### src/rtl/tsr_pkg.sv
// rtl/tsr_pkg.sv - shared FSM encodings and temperature saturation for the sensor reader
package tsr_pkg;

    localparam logic [1:0] ST_IDLE  = 2'd0;
    localparam logic [1:0] ST_SETUP = 2'd1;
    localparam logic [1:0] ST_SHIFT = 2'd2;
    localparam logic [1:0] ST_DONE  = 2'd3;

    localparam int T_MAX = 31;

    // Clamp a zero-extended degree value into the controller's 5-bit range
    function automatic logic [4:0] sat5(input logic [31:0] v);
        if (v > 32'(T_MAX)) begin
            return 5'(T_MAX);
        end
        return v[4:0];
    endfunction

endpackage

### src/rtl/tsr_sclk_gen.sv
// rtl/tsr_sclk_gen.sv - sclk divider with rise/fall strobes, idle low when disabled
module tsr_sclk_gen #(
    parameter int CLK_DIV = 4
) (
    input  logic clock,
    input  logic reset,
    input  logic en,
    output logic sclk,
    output logic rise,
    output logic fall
);

    localparam int CW = $clog2(CLK_DIV + 1);

    logic [CW-1:0] div_cnt;
    logic          half_end;

    // A strobe marks the cycle whose closing edge toggles sclk, so the
    // consumer acts on the very edge where sclk changes
    assign half_end = en && (div_cnt == CW'(CLK_DIV - 1));
    assign rise     = half_end && !sclk;
    assign fall     = half_end && sclk;

    // Half-period counter; restarts low whenever the divider is disabled
    always_ff @(posedge clock or posedge reset) begin
        if (reset) begin
            div_cnt <= '0;
            sclk    <= 1'b0;
        end else if (!en) begin
            div_cnt <= '0;
            sclk    <= 1'b0;
        end else if (half_end) begin
            div_cnt <= '0;
            sclk    <= ~sclk;
        end else begin
            div_cnt <= div_cnt + 1'b1;
        end
    end

endmodule

### src/rtl/temp_sensor_reader.sv
// rtl/temp_sensor_reader.sv - serial temperature ADC master feeding the fan/alarm controller
module temp_sensor_reader
    import tsr_pkg::*;
#(
    parameter int CLK_DIV  = 4,
    parameter int ADC_BITS = 8,
    parameter int SHIFT    = 1,
    parameter int PERIOD   = 1000
) (
    input  logic       clock,
    input  logic       reset,
    input  logic       habilitar,
    input  logic       muestrear,
    input  logic       sdata,
    output logic       cs_n,
    output logic       sclk,
    output logic [4:0] temperatura,
    output logic       en_m1,
    output logic       lect,
    output logic       sensor_err
);

    localparam int PW = $clog2(PERIOD);
    localparam int BW = $clog2(ADC_BITS + 2);
    localparam int WW = $clog2(CLK_DIV + 1);

    logic [1:0]          state;
    logic [PW-1:0]       period_cnt;
    logic [BW-1:0]       bit_cnt;
    logic [WW-1:0]       wait_cnt;
    logic [ADC_BITS:0]   frame;
    logic [ADC_BITS-1:0] scaled;
    logic                sclk_rise;
    logic                sclk_fall;
    logic                start;

    // Manual request and period expiry collapse into a single start
    assign start  = (state == ST_IDLE) &&
                    (muestrear || (habilitar && (period_cnt == PW'(PERIOD - 1))));
    // Scaling stays at ADC width so large codes saturate instead of wrapping
    assign scaled = frame[ADC_BITS-1:0] >> SHIFT;

    tsr_sclk_gen #(
        .CLK_DIV(CLK_DIV)
    ) u_sclk_gen (
        .clock(clock),
        .reset(reset),
        .en   (state == ST_SHIFT),
        .sclk (sclk),
        .rise (sclk_rise),
        .fall (sclk_fall)
    );

    // Frame sequencing: chip select, setup wait, bit count and period timer
    always_ff @(posedge clock or posedge reset) begin
        if (reset) begin
            state      <= ST_IDLE;
            cs_n       <= 1'b1;
            period_cnt <= '0;
            wait_cnt   <= '0;
            bit_cnt    <= '0;
        end else begin
            case (state)
                ST_IDLE: begin
                    if (start) begin
                        state      <= ST_SETUP;
                        cs_n       <= 1'b0;
                        period_cnt <= '0;
                        wait_cnt   <= '0;
                        bit_cnt    <= '0;
                    end else if (habilitar) begin
                        period_cnt <= period_cnt + 1'b1;
                    end else begin
                        period_cnt <= '0;
                    end
                end
                ST_SETUP: begin
                    if (wait_cnt == WW'(CLK_DIV - 1)) begin
                        state <= ST_SHIFT;
                    end else begin
                        wait_cnt <= wait_cnt + 1'b1;
                    end
                end
                ST_SHIFT: begin
                    if (sclk_rise) begin
                        bit_cnt <= bit_cnt + 1'b1;
                    end
                    if (sclk_fall && (bit_cnt == BW'(ADC_BITS + 1))) begin
                        state <= ST_DONE;
                        cs_n  <= 1'b1;
                    end
                end
                default: begin
                    state <= ST_IDLE;
                    cs_n  <= 1'b1;
                end
            endcase
        end
    end

    // Capture sdata on each sclk rising edge; start bit ends up in the MSB
    always_ff @(posedge clock or posedge reset) begin
        if (reset) begin
            frame <= '0;
        end else if ((state == ST_SHIFT) && sclk_rise) begin
            frame <= {frame[ADC_BITS-1:0], sdata};
        end
    end

    // Publish the result of a finished frame to the controller
    always_ff @(posedge clock or posedge reset) begin
        if (reset) begin
            temperatura <= '0;
            en_m1       <= 1'b0;
            lect        <= 1'b0;
            sensor_err  <= 1'b0;
        end else begin
            lect <= 1'b0;
            if (state == ST_DONE) begin
                if (!frame[ADC_BITS]) begin
                    temperatura <= sat5(32'(scaled));
                    lect        <= 1'b1;
                    en_m1       <= 1'b1;
                    sensor_err  <= 1'b0;
                end else begin
                    sensor_err  <= 1'b1;
                end
            end
        end
    end

endmodule

### config.mk
export PLATFORM = sky130hd
export DESIGN_NAME = temp_sensor_reader
export DESIGN_NICKNAME = d
export VERILOG_FILES = /design/src/rtl/tsr_pkg.sv /design/src/rtl/tsr_sclk_gen.sv /design/src/rtl/temp_sensor_reader.sv
export SDC_FILE = /design/constraint.sdc
export NUM_CORES = 1
export LEC_CHECK = 0
export CAP_MARGIN = 20
export CORE_MARGIN = 5
export CORE_UTILIZATION = 52
export CTS_BUF_LIST = sky130_fd_sc_hd__clkbuf_16
export DETAILED_ROUTE_END_ITERATION = 7
export PLACE_DENSITY_LB_ADDON = 0.3
export SYNTH_ARGS = -nofsm -noshare
export SYNTH_HDL_FRONTEND = slang
export SYNTH_HIERARCHICAL = 1
export SYNTH_SLANG_ARGS = --single-unit
### constraint.sdc
create_clock -name clock -period 1.8 [get_ports clock]
set_input_delay 0.45 -clock clock [delete_from_list [all_inputs] [get_ports clock]]
set_output_delay 0.45 -clock clock [all_outputs]
set_load 0.05 [all_outputs]
Word-level counts from Yosys, hierarchy flattened

Index checks and enable logic that the tools add are counted.

Magnitude comparators: 1
Mux-type cells: 27
Equality and inequality tests: 13
Add/sub/neg operators: 4
Bitwise gates (word level): 3
Reduce and logical (&&, ||, !) cells: 17

Operators by type and width:

| kind                                                | count |
|---|---|
| 2-to-1 mux 10 bit                                   | 2 |
| 2-to-1 mux 3 bit                                    | 4 |
| != test 2 bit (second input constant)               | 6 |
| AND reduction 3 bit                                 | 4 |
| adder 10 x 1 -> 10 bit (second input constant)      | 1 |
| == test 10 bit (second input constant)              | 1 |
| 2-to-1 mux 1 bit                                    | 10 |
| 2-to-1 mux 5 bit                                    | 2 |
| 2-to-1 mux 4 bit                                    | 2 |
| case mux 4 bit (2 select lines)                     | 1 |
| > comparator 7 x 5 -> 1 bit (second input constant) | 1 |
| logical AND 1 bit                                   | 7 |
| adder 3 x 1 -> 3 bit (second input constant)        | 2 |
| == test 3 x 2 -> 1 bit (second input constant)      | 2 |
| 2-to-1 mux 2 bit                                    | 3 |
| case mux 2 bit (3 select lines)                     | 1 |
| case mux 3 bit (2 select lines)                     | 1 |
| adder 4 x 1 -> 4 bit (second input constant)        | 1 |
| == test 2 bit (second input constant)               | 2 |
| == test 4 bit (second input constant)               | 1 |
| nonzero test 2 bit                                  | 2 |
| NOT 1 bit                                           | 3 |
| case mux 1 bit (3 select lines)                     | 1 |
| == test 2 x 1 -> 1 bit (second input constant)      | 1 |
| other kinds (4)                                     | 4 |

Output and inout bits: 10
Word-level logic and storage cells: 77
Bits in registers: 41

Longest topological paths before layout

Depth after elaboration: 6
Gate-level depth with buffers: 8

Modules after synthesis

The synthesis kept the hierarchy.

By module, submodules not included:

| module             | seq. area each (um^2) | cells an instance | times used | area each (um^2) |
|---|---|---|---|---|
| temp_sensor_reader | 927.1                 | 179               | 1          | 1964.4 |
| tsr_sclk_gen       | 100.1                 | 16                | 1          | 182.7 |

Worst setup path before layout

Ideal clock, no wire load.

Path kind: reg2reg
Start: register state[0]
End: register frame[0]
Setup slack: -0.065 ns
Stages on the path, launching flop included: 8
Library setup time: 0.125 ns
Arrival: 1.741 ns
Path through: dfrtp_1 inv_1 ha_1 nand3b_1 nor2_1 nand2_1 clkbuf_1 mux2_2

Longest elaborated chain between the ends: 4

RTL lines:

| item                   | line                      | RTL |
|---|---|---|
| start, declared        | temp_sensor_reader.sv:27  | `logic [1:0] state;` |
| start signal, assigned | temp_sensor_reader.sv:57  | `state <= ST_IDLE;` |
| start signal, assigned | temp_sensor_reader.sv:66  | `state <= ST_SETUP;` |
| start signal, assigned | temp_sensor_reader.sv:79  | `state <= ST_SHIFT;` |
| == test 2 bit          | temp_sensor_reader.sv:48  | `.en (state == ST_SHIFT),` |
| logical AND 1 bit      | tsr_sclk_gen.sv:20        | `assign half_end = en && (div_cnt == CW'(CLK_DIV - 1));` |
| logical AND 1 bit      | tsr_sclk_gen.sv:21        | `assign rise = half_end && !sclk;` |
| via sclk_rise          | temp_sensor_reader.sv:33  | `logic sclk_rise;` |
| logical AND 1 bit      | temp_sensor_reader.sv:105 | `end else if ((state == ST_SHIFT) && sclk_rise) begin` |
| end signal, assigned   | temp_sensor_reader.sv:106 | `frame <= {frame[ADC_BITS-1:0], sdata};` |
| end, declared          | temp_sensor_reader.sv:31  | `logic [ADC_BITS:0] frame;` |

The timed path passes the listed nets, and every way through them passes these cells.
A chain may end at the register's enable or synchronous reset.

Worst setup path in the final report

Start: register state[0]
End: register frame[6]

The elaborated chain is that of the path after synthesis.

==> impl_metrics.ini <==
[outcome]
run_status = finished with violations
violations = negative setup slack

[timing]
skew_ns = 0.003786
fmax_mhz = 555.5
hold_violations = 0
finalWorstSetupSlack_ns = -0.00002442
rsz0062_at_grt = yes
setup_viol = 1
tns_ns = -0.00002442
fin_crit_ns = 1.800
period_share_pct = 100.0
slew_viol_final = 0
hold_ws_ns = 0.3843
slew_headroom_pct = 77.09
tightest_slew_ns = 0.3425

[placement]
place_congestion = 0.8129
io_buffers = 14
dp_hpwl_microns = 3333

[detailed_routing]
post-route-drc-count = 0
drt_first_pass_iters = 4
vias = 1695
wirelength_microns = 4727
wl_per_cell_microns = 16.13
post_drt_via_cell_ratio = 5.785
drtIter0Drc = 154
drtAntennaViolNets = 0

[power]
sw_frac_of_total_pct = 36.36
cell_internal_pwr_mw = 2.587
pwr-share-comb_pct = 44.4
seqPwrFrac_pct = 30.9
p_leak_nw = 1.301
pwr-share-clk_pct = 24.7
ir_drop_mv = 0.8166
power_density_nw_per_um2 = 1467
power.switching_mw = 1.478

[final_layout]
nFillCells = 280
diodes = 0
register_area_sq_um = 1027
drive_gt1_share_pct = 33.33
final_util_pct = 69.28
areaGrowthSynthToFinish_pct = 29.08
nNetsFinal = 257
multi_input_area_sq_um = 1077

[min_path]
min-delay-path-class = in -> async

[clocking]
cts-root-buf = clkbuf_16
cts.clk_slew.worst_paths_ns = 0.06
cts.sinks = 41
hold_buffers = 0
clockBufferDepth = 2
clk_latency_ns = 0.28
htreeDepth = 2
cts_tree = built
cts_buffers = 5

[synthesis]
synth_cell_types = 50
ys_seq_area_share_pct = 47.84
synthArstFlopShare_pct = 100.0
syn_inst = 195
synth-edff-count = 0
synth_fp_nets = 210
synth_seq_cells = 41
syn_area_sq_um = 2147
avgSynthCellArea_sq_um = 11.01
ys.flop_type = dfrtp_1
yosysWarnings = 6

[die]
die-area_sq_um = 5514
row_count = 23
initial_core_util_pct = 53.68
io_pins = 15
die_w_microns = 74.26
die_h_microns = 74.26
core_area_sq_um = 4000

[grt]
grt_max_degree = 21
first_global_vias = 1810
grt_overflow = 0
grt_pass1_wl_microns = 8155
grtUsageTotal_pct = 19.25
antenna_found_initial = 0

[setup_path]
end_kind = register
start_kind = register
ff2ff_setup_slack_ns = -0.00002
critPathRequiredTime_ns = 1.96
critPathMaxFanout = 9
cp.arrival_ns = 1.96
crit_type = reg -> reg

[run]
drv_cap = 0
## per-layer routing
metal	up-vias	wire, microns	GRT usage [%]
met5	-	0	0
met4	0	62	6.126
met3	9	140	5.405
met2	23	2459	33.46
met1	851	2065	23.18
li1	812	-	-
## Yosys cell counts (3+ instances only)
library cell,number,share of area [%]
dfrtp_1,40,47
o22ai_1,4,1.2
a22o_1,5,2.0
nand2_1,10,1.7
mux2_2,12,6.3
inv_1,13,2.3
ha_1,10,5.8
nand3_1,6,1.4
nor3_1,4,0.93
nand4_1,3,0.87
o21ai_0,12,2.8
mux2i_1,3,1.4
nor2_1,7,1.2
nor2b_1,3,0.87
o22a_1,5,2.0
and3b_1,3,1.2
nand3b_1,4,1.4
clkbuf_1,4,0.70
a21oi_1,8,1.9
## kinds of logic (layout without fill, tap and decap cells)
logic type,Yosys count,in the layout,synth area share (%)
AO/OA/AOI/OAI,51,51,17.48
XOR/XNOR,2,2,0.8160
adder cells (fa/ha/maj),10,10,5.828
buffers and inverters,19,67,3.729
multiplexers,15,15,7.692
flip-flops,41,41,47.84
AND/OR/NAND/NOR,57,57,16.61
## worst max-delay path, cell delays in order (launching register included)
cell	delay, ns
dfrtp_1	0.39
inv_1	0.10
ha_1	0.20
buf_4	0.13
nand3b_1	0.12
nor2_2	0.21
nand2_2	0.11
buf_6	0.16
mux2_2	0.27
## sequential cells by signal, indices dropped and copies added (netlist names), 2 cells and up
| register | flops |
|---|---|
| state | 2 |
| u_sclk_gen/div_cnt | 3 |
| frame | 9 |
| temperatura | 5 |
| bit_cnt | 4 |
| period_cnt | 10 |
| wait_cnt | 3 |
## repair_timing
action	4_1_cts	5_1_grt
gates resized for setup	1	9
hold endpoints to repair	0	0
buffers inserted	1	2
setup endpoints to repair	1	19
pin swaps	0	6
## area by class of cell
class / instances / share of cell area [%]
Multi-Input combinational cell: 135 / 38.87
Sequential cell: 41 / 37.07
Timing Repair Buffer: 46 / 13.86
Clock buffer: 5 / 4.515
Tap cell: 50 / 2.257
Inverter: 13 / 1.761
Clock inverter: 3 / 1.670
## worst paths after layout
check                               from                     to  depth (start not counted)
worst min register to register     en_m1                  en_m1                          1
max in group asynchronous          reset                   cs_n                          3
min in group clock                 en_m1                  en_m1                          1
worst max register to register  state[0]               frame[6]                          8
worst min-delay path               reset  u_sclk_gen/div_cnt[0]                          2
worst max-delay path            state[0]               frame[6]                          8
## power by group through the flow
stage	registers, mW	clock network [mW]	logic, mW
2_1_floorplan	1.54	0	0.815
3_3_place_gp	1.25	0	1.65
3_5_place_dp	1.27	0	1.71
4_1_cts	1.25	1.03	1.75
5_1_grt	1.27	1.07	1.97
6_report	1.26	1.01	1.80
## cell usage in the layout (no fill, tap or decap), types with 3 or more instances in the layout
cell	Yosys	routed
ha_1	10	7
clkdlybuf4s50_1	0	4
and3b_1	3	3
nand3b_1	4	4
ha_2	0	3
nand2_1	10	9
clkbuf_16	0	5
nand4_1	3	3
nand3_1	6	6
nor3_1	4	4
nor2_1	7	6
dfrtp_1	40	40
mux2i_1	3	3
o21ai_0	12	12
buf_4	0	39
o22ai_1	4	4
nor2b_1	3	3
a21oi_1	8	7
o22a_1	5	5
mux2_2	12	11
inv_1	13	13
a22o_1	5	5
## per-stage QoR
stage / instances / area [sq um] / power [mW] / setup WS (ns)
2_1_floorplan: 195 / 2151 / 2.354 / 0.0002480
3_3_place_gp: 282 / 2539 / 2.901 / -0.04488
3_5_place_dp: 282 / 2539 / 2.981 / -0.1964
4_1_cts: 291 / 2720 / 4.030 / 0.001340
5_1_grt: 293 / 2771 / 4.316 / -0.08134
6_report: 293 / 2771 / 4.066 / -0.00002442
Note: power is estimated with default switching activity, not from simulation.
==> RTL edit 1: new RTL, config.mk and constraints unchanged <==
The parameter `ADC_BITS` goes from 8 to 16.
--- a/src/rtl/temp_sensor_reader.sv
+++ b/src/rtl/temp_sensor_reader.sv
@@ -3,7 +3,7 @@
     import tsr_pkg::*;
 #(
     parameter int CLK_DIV  = 4,
-    parameter int ADC_BITS = 8,
+    parameter int ADC_BITS = 16,
     parameter int SHIFT    = 1,
     parameter int PERIOD   = 1000
 ) (
Function: no difference found for any inputs over 10 cycles, from zero or initial values and one cycle with reset high; that may be too few to reach the edited logic, so the function may still have changed.
==> RTL edit 1 against the unedited design <==
- sequential cell count is 9 higher
- wire length is 0.97% higher
- worst setup slack better by 0.025 ns
- sequential power is 21% higher
- total power is 3.5% higher
- synthesized area is 16% higher
- design area is 11% higher
- largest cell class is now sequential cells
==> RTL edit 1: results (changes against the unedited design) <==
Setup path:
- The worst-path cell with the longest stage delay is dfrtp_1.
- The critical-path maximum fanout came to 3 (-6).
- The worst setup path is launched from a register.
- The delay contributed by the slowest stage of the critical path is 0.36 ns (-0.03 ns).
- The startpoint identified for the worst register-to-register timing path is u_sclk_gen/div_cnt[0].
- The endpoint arrival time on the critical path is 1.99 ns (+0.03 ns).

Job:
- The number of maximum-capacitance violations was 0 (unchanged).

Synth:
- By count the netlist is led by dfrtp_1 (49), mux2_2 (21), inv_1 (14).
- The register area share after synthesis is 50.2% (+2.4 points).
- The mean cell area of the mapped netlist is 11.7 sq um (+6.3%).
- The synthesized net count is 228 (+8.6%).
- By area the synthesized netlist is led by dfrtp_1 (49%), mux2_2 (9.5%), ha_1 (5.0%).
- The count of different cell masters after synthesis is 51 (+2.0%).

GRT:
- The number of global-route vias before repair is 1,792 (-0.99%).
- The global-route usage over all layers is 17.1% (-2.1 points).
- The pin count of the biggest net entering global routing was 37 (+76%).
- The first-pass GRT wire length was 8480 um (+4.0%).

Layout:
- The largest registers in the layout are frame (17), period_cnt (10).
- The number of filler instances in the final layout was 366 (+31%).
- The count of nets after finishing came to 271 (+5.4%).
- The antenna diode instance count is 0 (unchanged).
- The share of cells above drive strength 1 is 35.4% (+2.1 points).

CTS:
- The number of H-tree levels was 2 (unchanged).
- The clock input transition at the sequential cells of the worst setup and hold paths is 0.07 ns.
- The cell chosen for the clock root is clkbuf_16.
- The number of buffers inserted during clock tree synthesis is 5 (unchanged).
- The maximum buffer depth of the clock tree is 2 (unchanged).

Drt:
- The total wire length was 4770 um (+0.97%).
- The violation count after the first detailed-route iteration is 96 (-38%).
- The number of detailed-routing iterations run before antenna repair is 4 (unchanged).
- The post-detailed-route via-to-cell ratio is 5.61 (-3.0%).

Placed design:
- The detailed placement HPWL is 3280 um (-1.5%).
- The placer congestion estimate is 0.778 (-4.3%).

STA:
- The count of endpoints failing setup in the final report is 0 (-1).
- The relative max-transition margin is 76.6% (-0.49 points).
- The final worst clock skew came to 0.00989 ns (+0.00611 ns).

Status:
- The run finished with clean final reports.

Power:
- The worst voltage drop across the vdd grid is 0.641 mV (-22%).
- The leakage power figure was 1.45 nW (+11%).
==> RTL edit 1: cell count changes in the layout (fill, tap and decap cells not counted), moves of 3 or more <==
cell / delta
mux2_2: +8
a22o_1: -3
a31oi_4: +3
a21oi_1: -4
nand2b_1: +6
o311ai_1: +3
buf_4: -5
nor2b_1: +3
dfrtp_1: +8
o21ai_0: -7
o31ai_1: +3
nand3b_1: -3
==> RTL edit 1: worst paths after layout <==
kind	to	slack, ns	cells after the start
max	cs_n	0.02	7
min	u_sclk_gen/div_cnt[0]	0.39	2
max reg2reg	cs_n	0.02	7
min reg2reg	u_sclk_gen/div_cnt[0]	0.45	1
max in group asynchronous	period_cnt[2]	0.88	3
min in group clock	u_sclk_gen/div_cnt[0]	0.45	1
==> RTL edit 1: cell type report <==
cell class,count,area (sq um),area share (%)
clock buffer,5,125,4.05
sequential,50,1250,40.6
inverter,14,52.6,1.70
multi-input combinational,142,1190,38.5
timing repair buffer,43,378,12.2
tap,54,67.6,2.19
clock inverter,3,20.0,0.649
==> RTL edit 1: power breakdown <==
group / total, W / switching [W] / internal, W
combinational: 0.00174 / 0.000943 / 0.000799
clock: 0.000937 / 0.000421 / 0.000516
sequential: 0.00153 / 0.000168 / 0.00136
total: 0.00421 / 0.00153 / 0.00268
==> RTL edit 1: kinds of logic after synthesis <==
family | after synthesis | share of synthesized area, %
AND/OR/NAND/NOR | 67 | 16.9
flip-flops | 50 | 50.2
AO/OA/AOI/OAI | 41 | 13.4
multiplexers | 24 | 10.7
buffers and inverters | 21 | 3.71
adder cells (fa/ha/maj) | 10 | 5.02
==> RTL edit 1: timing repair <==
| action | 4_1_cts | 5_1_grt |
|---|---|---|
| setup endpoints to repair | 1 | 26 |
| pin swaps | 0 | 5 |
| buffers inserted | 2 | 1 |
| gates cloned | 0 | 0 |
| resized for setup | 0 | 10 |
==> RTL edit 1: stage by stage <==
| step | setup WS, ns | hold WS, ns | util (%) | cells | instance area (sq um) |
|---|---|---|---|---|---|
| final | 0.0248 | 0.394 | 65.8 | 311 | 3090 |
| after global routing | -0.0456 | 0.409 | 65.8 | 311 | 3090 |
| after CTS | 0.0120 | 0.396 | 64.9 | 310 | 3050 |
| after detailed placement | -0.243 | 0.447 | 61.5 | 300 | 2890 |
| after global placement | -0.214 | 0.429 | 61.5 | 300 | 2890 |
| after floorplan | -0.0273 | 0.216 | - | 213 | 2530 |
==> RTL edit 1: routing by layer <==
layer / up-vias / global-route usage (%) / routed length [um]
met5: - / 0 / 0
met4: 0 / 4.64 / 61
met3: 8 / 4.20 / 153
met2: 26 / 27.9 / 2290
met1: 850 / 22.8 / 2270
li1: 861 / - / -
==> RTL edit 2: new RTL, config.mk and constraints unchanged <==
Without the edit above. Put one more register stage on the output `sensor_err`, with the module's reset. The value now appears one clock later. The other outputs are not delayed to match.
--- a/src/rtl/temp_sensor_reader.sv
+++ b/src/rtl/temp_sensor_reader.sv
@@ -23,6 +23,8 @@
     localparam int PW = $clog2(PERIOD);
     localparam int BW = $clog2(ADC_BITS + 2);
     localparam int WW = $clog2(CLK_DIV + 1);
+
+    logic sensor_err_s0;
 
     logic [1:0]          state;
     logic [PW-1:0]       period_cnt;
@@ -113,7 +115,7 @@
             temperatura <= '0;
             en_m1       <= 1'b0;
             lect        <= 1'b0;
-            sensor_err  <= 1'b0;
+            sensor_err_s0 <= 1'b0;
         end else begin
             lect <= 1'b0;
             if (state == ST_DONE) begin
@@ -121,13 +123,21 @@
                     temperatura <= sat5(32'(scaled));
                     lect        <= 1'b1;
                     en_m1       <= 1'b1;
-                    sensor_err  <= 1'b0;
+                    sensor_err_s0 <= 1'b0;
                 end else begin
-                    sensor_err  <= 1'b1;
+                    sensor_err_s0 <= 1'b1;
                 end
             end
         end
     end
 
+    always_ff @(posedge clock or posedge reset) begin
+        if (reset) begin
+            sensor_err <= '0;
+        end else begin
+            sensor_err <= sensor_err_s0;
+        end
+    end
+
 endmodule
 
Formal check against the unedited RTL: same outputs for any inputs over 10 cycles, from zero or initial values and one cycle with reset high; that may be too few to reach the edited logic, so the function may still have changed.
==> RTL edit 2 against the unedited design <==
- largest cell class unchanged
- wire length up 2.9%
- total power down 0.91%
- worst setup slack better by 0.012 ns
- global-route usage about the same
- maximum frequency up 0.68%
- design area down 0.14%
- sequential cell count up 1
- synthesized area up 0.23%
- worst hold slack better by 0.0054 ns
- first-iteration DRC count down 28%
==> RTL edit 2: results (changes against the unedited design) <==
Placed design:
- The detailed placement HPWL was 3520 um (+5.6%).
- The setup slack at placement was -0.121 ns (+0.0755 ns).
- The post-placement cell count is 280 (-0.71%).
- The count of buffers from port buffering is 14 (unchanged).
- The placer congestion estimate was 0.880 (+8.2%).

Layout:
- The count of nets after finishing was 257 (unchanged).
- In the final layout, the registers with the most flip-flops are period_cnt (10), frame (9), temperatura (5).
- The share of cells above drive strength 1 came to 32.5% (-0.82 points).
- The antenna diode instance count is 0 (unchanged).

GRT:
- The pin count of the biggest net entering global routing was 29 (+38%).
- The global-route usage over all layers is 19.3% (about the same).
- The first-pass GRT wire length was 8110 um (-0.59%).
- The number of antenna violations at the first check in global routing came to 0 (unchanged).
- The number of global-route vias before repair is 1,777 (-1.8%).

Synth:
- The synthesized net count was 211 (+0.48%).
- The top flip-flop cell by instance count after synthesis is dfrtp_1.
- Yosys attributes the largest share of cell area to dfrtp_1 (48%), mux2_2 (6.3%), ha_1 (5.8%).
- The share of async-settable or async-resettable flops after synthesis came to 100% (unchanged).
- The count of different cell masters after synthesis is 50 (unchanged).
- The Yosys warning count was 6 (unchanged).
- The register area share after synthesis is 48.9% (+1.1 points).
- Counting instances in the post-synthesis netlist gives the leading cell types as dfrtp_1 (41), inv_1 (14), mux2_2 (12).
- The synthesized netlist cell count is 196 (+0.51%).

CTS:
- The number of H-tree levels came to 2 (unchanged).
- The maximum buffer depth of the clock tree is 2 (unchanged).
- The clock latency of the later-clocked register in the worst-skew pair came to 0.28 ns (about the same).
- The number of buffers inserted during clock tree synthesis is 5 (unchanged).
- The cell chosen for the clock root is clkbuf_16.
- The clock input transition at the sequential cells of the worst setup and hold paths is 0.06 ns (about the same).

Setup path:
- The worst-path cell with the longest stage delay is dfrtp_1.
- The delay contributed by the slowest stage of the critical path was 0.39 ns (about the same).
- The endpoint arrival time on the critical path is 1.96 ns (about the same).
- The critical-path maximum fanout came to 3 (-6).

Power:
- The worst voltage drop across the vdd grid is 0.811 mV (-0.67%).
- The leakage power figure was 1.28 nW (-1.3%).

Status:
- The flow ran to the end, and the final reports show no timing, DRC or antenna violations.

Worst hold path:
- The kind of path behind the tightest hold check is in -> async.

Drt:
- The number of detailed-routing iterations run before antenna repair is 4 (unchanged).
- The violation count after the first detailed-route iteration was 111 (-28%).
- The post-detailed-route via-to-cell ratio is 5.81 (+0.47%).
- The count of vias placed by the detailed router is 1,703 (+0.47%).
- The number of antenna-violating nets in the routed design is 0 (unchanged).
- The per-cell routed wire length was 16.6 um (+2.9%).

STA:
- The relative max-transition margin is 70.4% (-6.7 points).
- The final-report hold violation count was 0 (unchanged).
- The final worst clock skew is 0.00464 ns (+0.000849 ns).
## RTL edit 2: final timing paths
kind	endpoint	slack, ns	cells past startpoint	startpoint
worst max-delay path	state[1]	0.01	7	u_sclk_gen/div_cnt[0]
worst max register to register	state[1]	0.01	7	u_sclk_gen/div_cnt[0]
min in group clock	sensor_err	0.40	0	sensor_err_s0
worst min-delay path	u_sclk_gen/div_cnt[1]	0.39	2	reset
max in group asynchronous	period_cnt[8]	0.91	3	reset
worst min register to register	sensor_err	0.40	0	sensor_err_s0
## RTL edit 2: where the power goes
group	switching, W	internal (W)	total (W)
sequential	0.000141	0.00115	0.00129
clock	0.000375	0.000520	0.000896
combinational	0.00100	0.000842	0.00185
## RTL edit 2: cell families (layout without fill, tap and decap cells)
group,Yosys count,after routing,share of synthesized area (%)
buf+inv,19,66,3.43
mux,15,15,7.67
compound gates,48,48,16.6
fa+ha+maj,10,10,5.81
simple gates,60,60,16.8
flops,42,42,48.9
xor+xnor,2,2,0.814
## RTL edit 2: layout make-up
class | instances | area [sq um]
clock buffers | 5 | 125
clock inverters | 3 | 25.0
fillers | 295 | 1230
inverters | 14 | 52.6
multi-input cells | 135 | 1090
flip-flops and latches | 42 | 1050
well taps | 50 | 62.6
repair buffers | 44 | 360
## RTL edit 2: timing repair
| action | in CTS | in global routing |
|---|---|---|
| endpoints found under the setup margin | 3 | 10 |
| pin swaps | 3 | 2 |
| gates resized for setup | 2 | 12 |
| buffers inserted | 2 | 3 |
| hold endpoints to repair | 0 | 0 |
## RTL edit 2: critical path: cells and delay by family (launching register included)
family / cells / cell delay, ns
simple gates: 3 / 0.45
flops: 1 / 0.39
mux: 1 / 0.35
compound gates: 2 / 0.33
fa+ha+maj: 1 / 0.16
## RTL edit 2: metal layers
| metal | global-route usage (%) | vias up | part of all wire [%] |
|---|---|---|---|
| li1 | - | 816 | - |
| met2 | 34.8 | 27 | 55 |
| met1 | 22.2 | 854 | 41 |
| met3 | 4.32 | 6 | 3.0 |
| met4 | 7.31 | 0 | 1.1 |
| met5 | 0 | - | 0 |
## RTL edit 2: stage by stage
step / instance area [sq um] / TNS [ns] / utilization, %
floorplan: 2160 / -0.00396 / -
CTS: 2690 / -0.000496 / 67.2
global placement: 2510 / -0.143 / 62.9
detailed placement: 2510 / -0.759 / 62.9
global route: 2770 / -0.216 / 69.2
finish: 2770 / 0 / 69.2
